--- src/rtl/prog_loader_pkg.sv ---
// Shared types and constants for the boot-time program loader.
// Optional feature macro: LOADER_CHECKSUM_EN (adds the trailing checksum byte).
package loader_pkg;

  typedef enum logic [2:0] {
    IDLE,
    LEN0,
    LEN1,
    DATA,
    CHK,
    FLUSH,
    DONE,
    ERR
  } state_e;

  localparam int LEN_BYTES      = 2;
  localparam int BYTES_PER_WORD = 4;

endpackage

--- src/rtl/prog_loader_word_assembler.sv ---
// Little-endian byte-to-word assembler: shifts bytes in from the top so the
// first byte ends up in bits [7:0], and flags the cycle after the 4th byte.
module word_assembler
  import loader_pkg::*;
(
  input  logic        clk,
  input  logic        reset,
  input  logic        clear,
  input  logic        byte_en,
  input  logic [7:0]  byte_data,
  output logic [1:0]  byte_cnt,
  output logic        word_valid,
  output logic [31:0] word
);

  logic [31:0] shift_q, shift_d;
  logic [1:0]  cnt_q, cnt_d;
  logic        valid_q, valid_d;

  // Next-state for the shift register, byte counter and one-cycle valid pulse.
  always_comb begin
    shift_d = shift_q;
    cnt_d   = cnt_q;
    valid_d = 1'b0;
    if (clear) begin
      shift_d = '0;
      cnt_d   = '0;
    end else if (byte_en) begin
      shift_d = {byte_data, shift_q[31:8]};
      cnt_d   = cnt_q + 2'd1;
      valid_d = (cnt_q == 2'(BYTES_PER_WORD - 1));
    end
  end

  // Registers; a reset discards any partially assembled word.
  always_ff @(posedge clk) begin
    if (reset) begin
      shift_q <= '0;
      cnt_q   <= '0;
      valid_q <= 1'b0;
    end else begin
      shift_q <= shift_d;
      cnt_q   <= cnt_d;
      valid_q <= valid_d;
    end
  end

  assign byte_cnt   = cnt_q;
  assign word_valid = valid_q;
  assign word       = shift_q;

endmodule

--- src/rtl/prog_loader.sv ---
// Boot-time program loader: receives a length-prefixed byte stream, writes
// 32-bit words to consecutive instruction-memory addresses and releases the
// CPU only after the complete image is committed.
// Optional feature macro: LOADER_CHECKSUM_EN (trailing 8-bit checksum byte).
module prog_loader
  import loader_pkg::*;
#(
  parameter int ADDR_W    = 8,
  parameter int MAX_WORDS = 256
) (
  input  logic              clk,
  input  logic              reset,
  input  logic              start,
  input  logic              byte_valid,
  input  logic [7:0]        byte_data,
  output logic              byte_ready,
  output logic              imem_we,
  output logic [ADDR_W-1:0] imem_addr,
  output logic [31:0]       imem_wdata,
  output logic              cpu_reset,
  output logic              pc_write,
  output logic              busy,
  output logic              done,
  output logic              error
);

  state_e            state_q, state_d;
  logic [7:0]        len_lo_q, len_lo_d;
  logic [15:0]       n_q, n_d;
  logic [ADDR_W:0]   w_q, w_d;
  logic [ADDR_W-1:0] addr_q, addr_d;
  logic              ready_q, ready_d;
  logic              cpu_reset_q, cpu_reset_d;
  logic              pc_write_q, pc_write_d;
  logic              busy_q, busy_d;
  logic              done_q, done_d;
  logic              error_q, error_d;
`ifdef LOADER_CHECKSUM_EN
  logic [7:0]        sum_q, sum_d;
`endif

  logic        xfer;
  logic        start_ok;
  logic        asm_en;
  logic [1:0]  byte_cnt;
  logic        word_valid;
  logic [31:0] word;
  logic [15:0] len_word;

  assign xfer     = byte_valid && ready_q;
  assign start_ok = start && (state_q inside {IDLE, DONE, ERR});
  assign asm_en   = xfer && (state_q == DATA);
  assign len_word = {byte_data, len_lo_q};

  word_assembler u_asm (
    .clk        (clk),
    .reset      (reset),
    .clear      (start_ok),
    .byte_en    (asm_en),
    .byte_data  (byte_data),
    .byte_cnt   (byte_cnt),
    .word_valid (word_valid),
    .word       (word)
  );

  // Session FSM next state plus counters; outputs are decoded from the next
  // state so they are registered alongside it.
  always_comb begin
    state_d  = state_q;
    len_lo_d = len_lo_q;
    n_d      = n_q;
    w_d      = w_q;
    addr_d   = addr_q;
`ifdef LOADER_CHECKSUM_EN
    sum_d    = sum_q;
`endif
    case (state_q)
      IDLE, DONE, ERR: begin
        if (start) begin
          state_d = LEN0;
          n_d     = '0;
          w_d     = '0;
`ifdef LOADER_CHECKSUM_EN
          sum_d   = '0;
`endif
        end
      end
      LEN0: begin
        if (xfer) begin
          len_lo_d = byte_data;
          state_d  = LEN1;
        end
      end
      LEN1: begin
        if (xfer) begin
          n_d = len_word;
          if (len_word == 16'd0) begin
            state_d = FLUSH;
          end else if (32'(len_word) > 32'(MAX_WORDS)) begin
            state_d = ERR;
          end else begin
            state_d = DATA;
          end
        end
      end
      DATA: begin
        if (xfer) begin
`ifdef LOADER_CHECKSUM_EN
          sum_d = sum_q + byte_data;
`endif
          if (byte_cnt == 2'(BYTES_PER_WORD - 1)) begin
            addr_d = w_q[ADDR_W-1:0];
            w_d    = w_q + 1'b1;
            if (32'(w_q) + 32'd1 == 32'(n_q)) begin
`ifdef LOADER_CHECKSUM_EN
              state_d = CHK;
`else
              state_d = FLUSH;
`endif
            end
          end
        end
      end
`ifdef LOADER_CHECKSUM_EN
      CHK: begin
        if (xfer) begin
          state_d = (sum_q + byte_data == 8'h00) ? FLUSH : ERR;
        end
      end
`endif
      FLUSH:   state_d = DONE;
      default: state_d = IDLE;
    endcase

    ready_d     = state_d inside {LEN0, LEN1, DATA, CHK};
    busy_d      = state_d inside {LEN0, LEN1, DATA, CHK, FLUSH};
    done_d      = (state_d == DONE);
    error_d     = (state_d == ERR);
    cpu_reset_d = (state_d != DONE);
    pc_write_d  = (state_d == DONE);
  end

  // State and registered outputs with synchronous reset.
  always_ff @(posedge clk) begin
    if (reset) begin
      state_q     <= IDLE;
      len_lo_q    <= '0;
      n_q         <= '0;
      w_q         <= '0;
      addr_q      <= '0;
      ready_q     <= 1'b0;
      cpu_reset_q <= 1'b1;
      pc_write_q  <= 1'b0;
      busy_q      <= 1'b0;
      done_q      <= 1'b0;
      error_q     <= 1'b0;
`ifdef LOADER_CHECKSUM_EN
      sum_q       <= '0;
`endif
    end else begin
      state_q     <= state_d;
      len_lo_q    <= len_lo_d;
      n_q         <= n_d;
      w_q         <= w_d;
      addr_q      <= addr_d;
      ready_q     <= ready_d;
      cpu_reset_q <= cpu_reset_d;
      pc_write_q  <= pc_write_d;
      busy_q      <= busy_d;
      done_q      <= done_d;
      error_q     <= error_d;
`ifdef LOADER_CHECKSUM_EN
      sum_q       <= sum_d;
`endif
    end
  end

  assign byte_ready = ready_q;
  assign imem_we    = word_valid;
  assign imem_addr  = addr_q;
  assign imem_wdata = word;
  assign cpu_reset  = cpu_reset_q;
  assign pc_write   = pc_write_q;
  assign busy       = busy_q;
  assign done       = done_q;
  assign error      = error_q;

endmodule
--- config.mk ---
export PLATFORM = sky130hd
export DESIGN_NAME = prog_loader
export DESIGN_NICKNAME = d
export VERILOG_FILES = /design/src/rtl/prog_loader_pkg.sv /design/src/rtl/prog_loader_word_assembler.sv /design/src/rtl/prog_loader.sv
export SDC_FILE = /design/constraint.sdc
export NUM_CORES = 1
export LEC_CHECK = 0
export ABC_CLOCK_PERIOD_IN_PS = 3600
export CAP_MARGIN = 20
export CORE_MARGIN = 4
export CORE_UTILIZATION = 57
export DETAILED_ROUTE_END_ITERATION = 12
export GPL_TIMING_DRIVEN = 1
export HOLD_SLACK_MARGIN = 0.05
export PLACE_DENSITY = 0.83
export SYNTH_ARGS = -nofsm -noshare
export SYNTH_HDL_FRONTEND = slang
export SYNTH_SLANG_ARGS = --single-unit
--- constraint.sdc ---
create_clock -name clk -period 3.6 [get_ports clk]
set_input_delay 0.72 -clock clk [delete_from_list [all_inputs] [get_ports clk]]
set_output_delay 0.72 -clock clk [all_outputs]
set_load 0.1 [all_outputs]
**Yosys cells after proc, flatten, opt, wreduce, memory -nomap -nowiden**

Cells that the tools add are included.

- $add $sub $neg: 3
- Equal/unequal tests: 20
- $lt $le $gt $ge: 1
- Bitwise operators: 1
- Reductions and logical operators: 17
- Multiplexer cells: 16

Operator list:

| cell | count |
|---|---|
| $mux W16 | 2 |
| $pmux W16 S2 | 1 |
| $mux W9 | 3 |
| $mux W3 | 8 |
| $eq A3 B3 Y1 const B | 7 |
| $pmux W9 S2 | 1 |
| $eq A10 B16 Y1 | 1 |
| $gt A16 B9 Y1 const B | 1 |
| $logic_not A16 Y1 | 1 |
| $pmux W3 S5 | 1 |
| $eq A3 B2 Y1 const B | 4 |
| $add A9 B1 Y10 const B | 1 |
| $add A9 B1 Y9 const B | 1 |
| $eq A3 B1 Y1 const B | 2 |
| $ne A2 B2 Y1 const B | 3 |
| $reduce_and A3 Y1 | 2 |
| $reduce_or A3 Y1 | 2 |
| $reduce_bool A5 Y1 | 1 |
| $reduce_and A4 Y1 | 1 |
| $reduce_bool A2 Y1 | 2 |
| $reduce_bool A4 Y1 | 1 |
| $logic_and A1 B1 Y1 | 3 |
| $logic_not A3 Y1 | 1 |
| $ne A3 B3 Y1 const B | 1 |
| 7 further kinds | 7 |

- Output and inout port bits: 47
- Word-level logic and storage cells: 71
- Flip-flop bits (word level): 84
- Bits of input ports: 12

**Longest topological paths before layout**

- Depth after elaboration: 8
- Mapped depth: 8

**Cells and area by module**

Synthesis repeated with hierarchy kept, for this count alone.

- Cells, all modules: 401
- Area total of the unflattened synthesis: 3632.2 um^2

Modules (own cells, without submodules):

| module | area an instance (um^2) | seq. area each (um^2) | times used | cells an instance |
|---|---|---|---|---|
| prog_loader | 2334.7 | 980.9 | 1 | 286 |
| word_assembler | 1297.5 | 700.7 | 1 | 115 |

**Worst setup path before layout**

OpenSTA, ideal clock, no wires.

- Path type: reg2reg
- From: register ready_q (netlist: byte_ready)
- To: register cpu_reset_q (netlist: cpu_reset)
- Buffers on the path: 1
- Path slack: 0.889 ns
- Setup time: 0.127 ns
- Arrival time: 2.584 ns
- Cell stages (with the launch flop): 8
- Path through: dfxtp_1 and2_1 buf_2 nand2_1 or4_4 nor4_4 a31oi_2 or3_1

- Longest elaborated chain between the ends: 4
- Elaborated cells on any way between the ends: 6

RTL lines:

| element | RTL line | RTL |
|---|---|---|
| from (decl) | prog_loader.sv:32 | `logic ready_q, ready_d;` |
| from (signal assigned) | prog_loader.sv:166 | `ready_q <= ready_d;` |
| $logic_and A1 B1 Y1 (*) | prog_loader.sv:50 | `assign xfer = byte_valid && ready_q;` |
| $mux W3 (on tied branches) | prog_loader.sv:107, prog_loader.sv:89, prog_loader.sv:95 |  |
| $pmux W3 S5 (*) | prog_loader.sv:77 | `case (state_q)` |
| $ne A3 B3 Y1 (*) | prog_loader.sv:139 | `cpu_reset_d = (state_d != DONE);` |
| to (signal assigned) | prog_loader.sv:167 | `cpu_reset_q <= cpu_reset_d;` |
| to (decl) | prog_loader.sv:33 | `logic cpu_reset_q, cpu_reset_d;` |

Every way passes the cells marked *; elsewhere a longest branch is shown, timed or not.
A chain may end at the register's enable or synchronous reset.

**Final worst setup path**

- From: input byte_data[1]
- To: register busy_q (netlist: busy)

- Longest elaborated chain between the ends: 7
- Elaborated cells on any way between the ends: 12

RTL lines:

| element | RTL line | RTL |
|---|---|---|
| from (decl) | prog_loader.sv:15 | `input logic [7:0] byte_data,` |
| $gt A16 B9 Y1 | prog_loader.sv:99 | `end else if (32'(len_word) > 32'(MAX_WORDS)) begin` |
| $mux W3 | prog_loader.sv:99 |  |
| $mux W3 (*) | prog_loader.sv:97 | `if (len_word == 16'd0) begin` |
| $mux W3 (*) | prog_loader.sv:95 | `if (xfer) begin` |
| $pmux W3 S5 (*) | prog_loader.sv:77 |  |
| $eq A3 B1 Y1, or another cell as far along | prog_loader.sv:136 | `busy_d = state_d inside {LEN0, LEN1, DATA, CHK, FLUSH};` |
| $reduce_bool A5 Y1 (*) | prog_loader.sv:136 |  |
| to (signal assigned) | prog_loader.sv:169 | `busy_q <= busy_d;` |
| to (decl) | prog_loader.sv:35 | `logic busy_q, busy_d;` |

Marks and branches as above.

==> run_results.csv <==
group,metric,value,unit
outcome,outcome,"finished clean",
drt,finalWirelength,8.39,mm
clock_network,htreeDepth,3,
logic_synthesis,syn-num-nets,453,
power,p_per_area,437,nW/um^2
cells_and_area,diodes,0,
logic_synthesis,ys_seq_area_frac,0.476,
sta,tightestPinTransition,1.02,ns
drt,dr_total_vias,3183,
floorplan,start_util,0.593,
critical_path,start_kind,"input pin",
place,io_buffer_count,58,
logic_synthesis,synthArstFlopShare,0,
cells_and_area,nets,503,
cells_and_area,final_common_cell,"nand2_1",
sta,setup_tns,0,ns
floorplan,ios,59,
power,p_seq_frac,0.489,
clock_network,cts_tree,"yes",
place,place.gp.congestion,0.812,
clock_network,clock-sinks,84,
place,place_inst,553,
drt,drt_pre_antenna_iters,4,
logic_synthesis,ys_ff_latch,84,
cells_and_area,layout.cells.non_filler,568,
critical_path,arrival,3.08,ns
flow_run,drv_cap,0,
clock_network,numCtsBuffers,9,
power,comb_power_share,0.064,
global_routing,overflow,0,
sta,whs,0.455,ns
cells_and_area,area_growth,25.0,%
cells_and_area,drive_gt1_frac,0.0730,
clock_network,clock_path_buffers,2,
logic_synthesis,syn_inst,439,
power,p_sw,427,uW
logic_synthesis,synth_area,3530,um^2
logic_synthesis,avgSynthCellArea,8.05,um^2
critical_path,cp.required,3.88,ns
cells_and_area,final_cell_mix,"nand2_1 (113), dfxtp_1 (84), a21oi_1 (68)",
sta,setup_ws,0.799,ns
clock_network,cts_setup_buffers,0,
critical_path,cp_max_fo,5,
place,dp_slack,0.578,ns
sta,setup_violations,0,
global_routing,antenna_found_initial,0,
floorplan,std_cell_rows,28,
sta,drv_slew,0,
drt,drc,0,
sta,finClkSkew,0.00719,ns
power,total_power,1.93,mW
logic_synthesis,ys_dominant_reg_cell,"dfxtp_1",
power,intPower,1.50,mW
global_routing,grt_pass1_wl,14.0,mm
cells_and_area,fillCellCount,452,
place,dpl.hpwl,5.74,mm
cells_and_area,regArea,1680,um^2
clock_network,postCtsResizedCells,0,
global_routing,grtUsageTotal,0.235,
clock_network,holdBufCountCts,0,
sta,rsz0062_at_grt,"false",
sta,finalCriticalPeriod,2.80,ns
drt,drt-initial-drc-count,245,
worst_hold_path,hold_class,"reg2reg",
floorplan,dieArea,7520,um^2
clock_network,clk_latency,0.35,ns
cells_and_area,multi_input_area,1730,um^2
floorplan,core,5960,um^2
global_routing,grt_max_degree,51,
global_routing,grt_pass1_vias,2983,
floorplan,die_h,86.7,um
clock_network,clk_pin_slew,0.08,ns
clock_network,cts_root_buf,"clkbuf_8",
power,swShare,0.221,
drt,drtAntennaViolNets,0,
logic_synthesis,yosysWarnings,0,
sta,fmax,357,MHz
drt,vias_per_cell,5.60,
power,ir_drop,0.295,mV
critical_path,criticalPathCategory,"in2reg",
power,power_frac_clock,0.447,
sta,finalHoldViolCount,0,
power,p_leak,1.44,nW
drt,avgRoutedWirePerCell,14.8,um
logic_synthesis,ys_types,43,
critical_path,crit_path_end_kind,"flop",
sta,maxSlewHeadroom,0.317,
sta,period_share,0.778,
floorplan,die_width,86.7,um
logic_synthesis,synth_edf_count,0,
## power by group through the flow
| stage | registers (mW) | logic [mW] | clock network, mW |
|---|---|---|---|
| floorplan | 0.982 | 0.0660 | 0 |
| global placement | 0.966 | 0.121 | 0 |
| detailed placement | 0.966 | 0.123 | 0 |
| CTS | 0.944 | 0.123 | 0.871 |
| global route | 0.946 | 0.135 | 0.919 |
| finish | 0.944 | 0.124 | 0.862 |
## cell families (layout without fill, tap and decap cells)
family,count (synthesis),count (layout),synth area share
muxes,10,10,0.0287
AOI/OAI and AO/OA,93,93,0.143
adders and majority gates,2,2,0.00708
buffers and inverters,28,82,0.0337
xor gates and xnor gates,14,14,0.0368
DFF,84,84,0.476
and+or+nand+nor,208,208,0.275
## worst paths after layout
path                            slack (ns)  depth (start not counted)      endpoint    startpoint
worst min-delay path                  0.45                          2  imem_addr[0]  imem_addr[0]
worst min register to register        0.45                          2  imem_addr[0]  imem_addr[0]
worst max register to register        1.13                          7     cpu_reset        w_q[0]
worst max-delay path                  0.80                          7          busy  byte_data[1]
## synth_stat cells (all sizes together) (5+ instances only)
cell	number	area, um^2
nand2	113	424
mux2i	9	90.1
xor2	5	51.3
nor4	10	77.6
nor2	28	105
a21oi	68	340
o21ai	12	60.1
and2	5	31.3
nand3	23	125
buf	5	32.5
xnor2	9	78.8
dfxtp	84	1680
nor3	9	65.1
clkbuf	22	82.6
## final cells by class
| type | instances | share of cell area |
|---|---|---|
| clock buffer | 9 | 0.0281 |
| clock inverter | 6 | 0.0312 |
| inverter | 1 | 0.000850 |
| multi-input combinational | 327 | 0.393 |
| sequential | 84 | 0.381 |
| tap | 75 | 0.0213 |
| timing repair buffer | 66 | 0.145 |
## state kept, by name, indices dropped and copies added (netlist names), 2 cells and up
register / count
u_asm.word: 32
imem_addr: 8
len_lo_q: 8
n_q: 16
state_q: 3
w_q: 9
u_asm.byte_cnt: 2
## per-stage QoR
stage	utilization	cell area (um^2)
final	0.741	4420
after global routing	0.741	4420
after CTS	0.741	4420
after detailed placement	0.697	4150
after global placement	0.697	4150
after floorplan	-	3530
## metal layers
metal  part of all wire  GRT usage  up-vias
met5                  0          0        -
met4              0.021      0.103        0
met2               0.49      0.363       74
met1               0.45      0.319     1515
met3              0.045     0.0447       17
li1                   -          -     1577
## worst max-delay path, cell delays in order
cell,delay [ns]
clkdlybuf4s50_1,0.47
nor4_1,0.52
nand3_1,0.18
o21a_1,0.22
a211oi_1,0.49
mux2_1,0.38
nor2_1,0.09
Note: power is estimated with default switching activity, not from simulation.
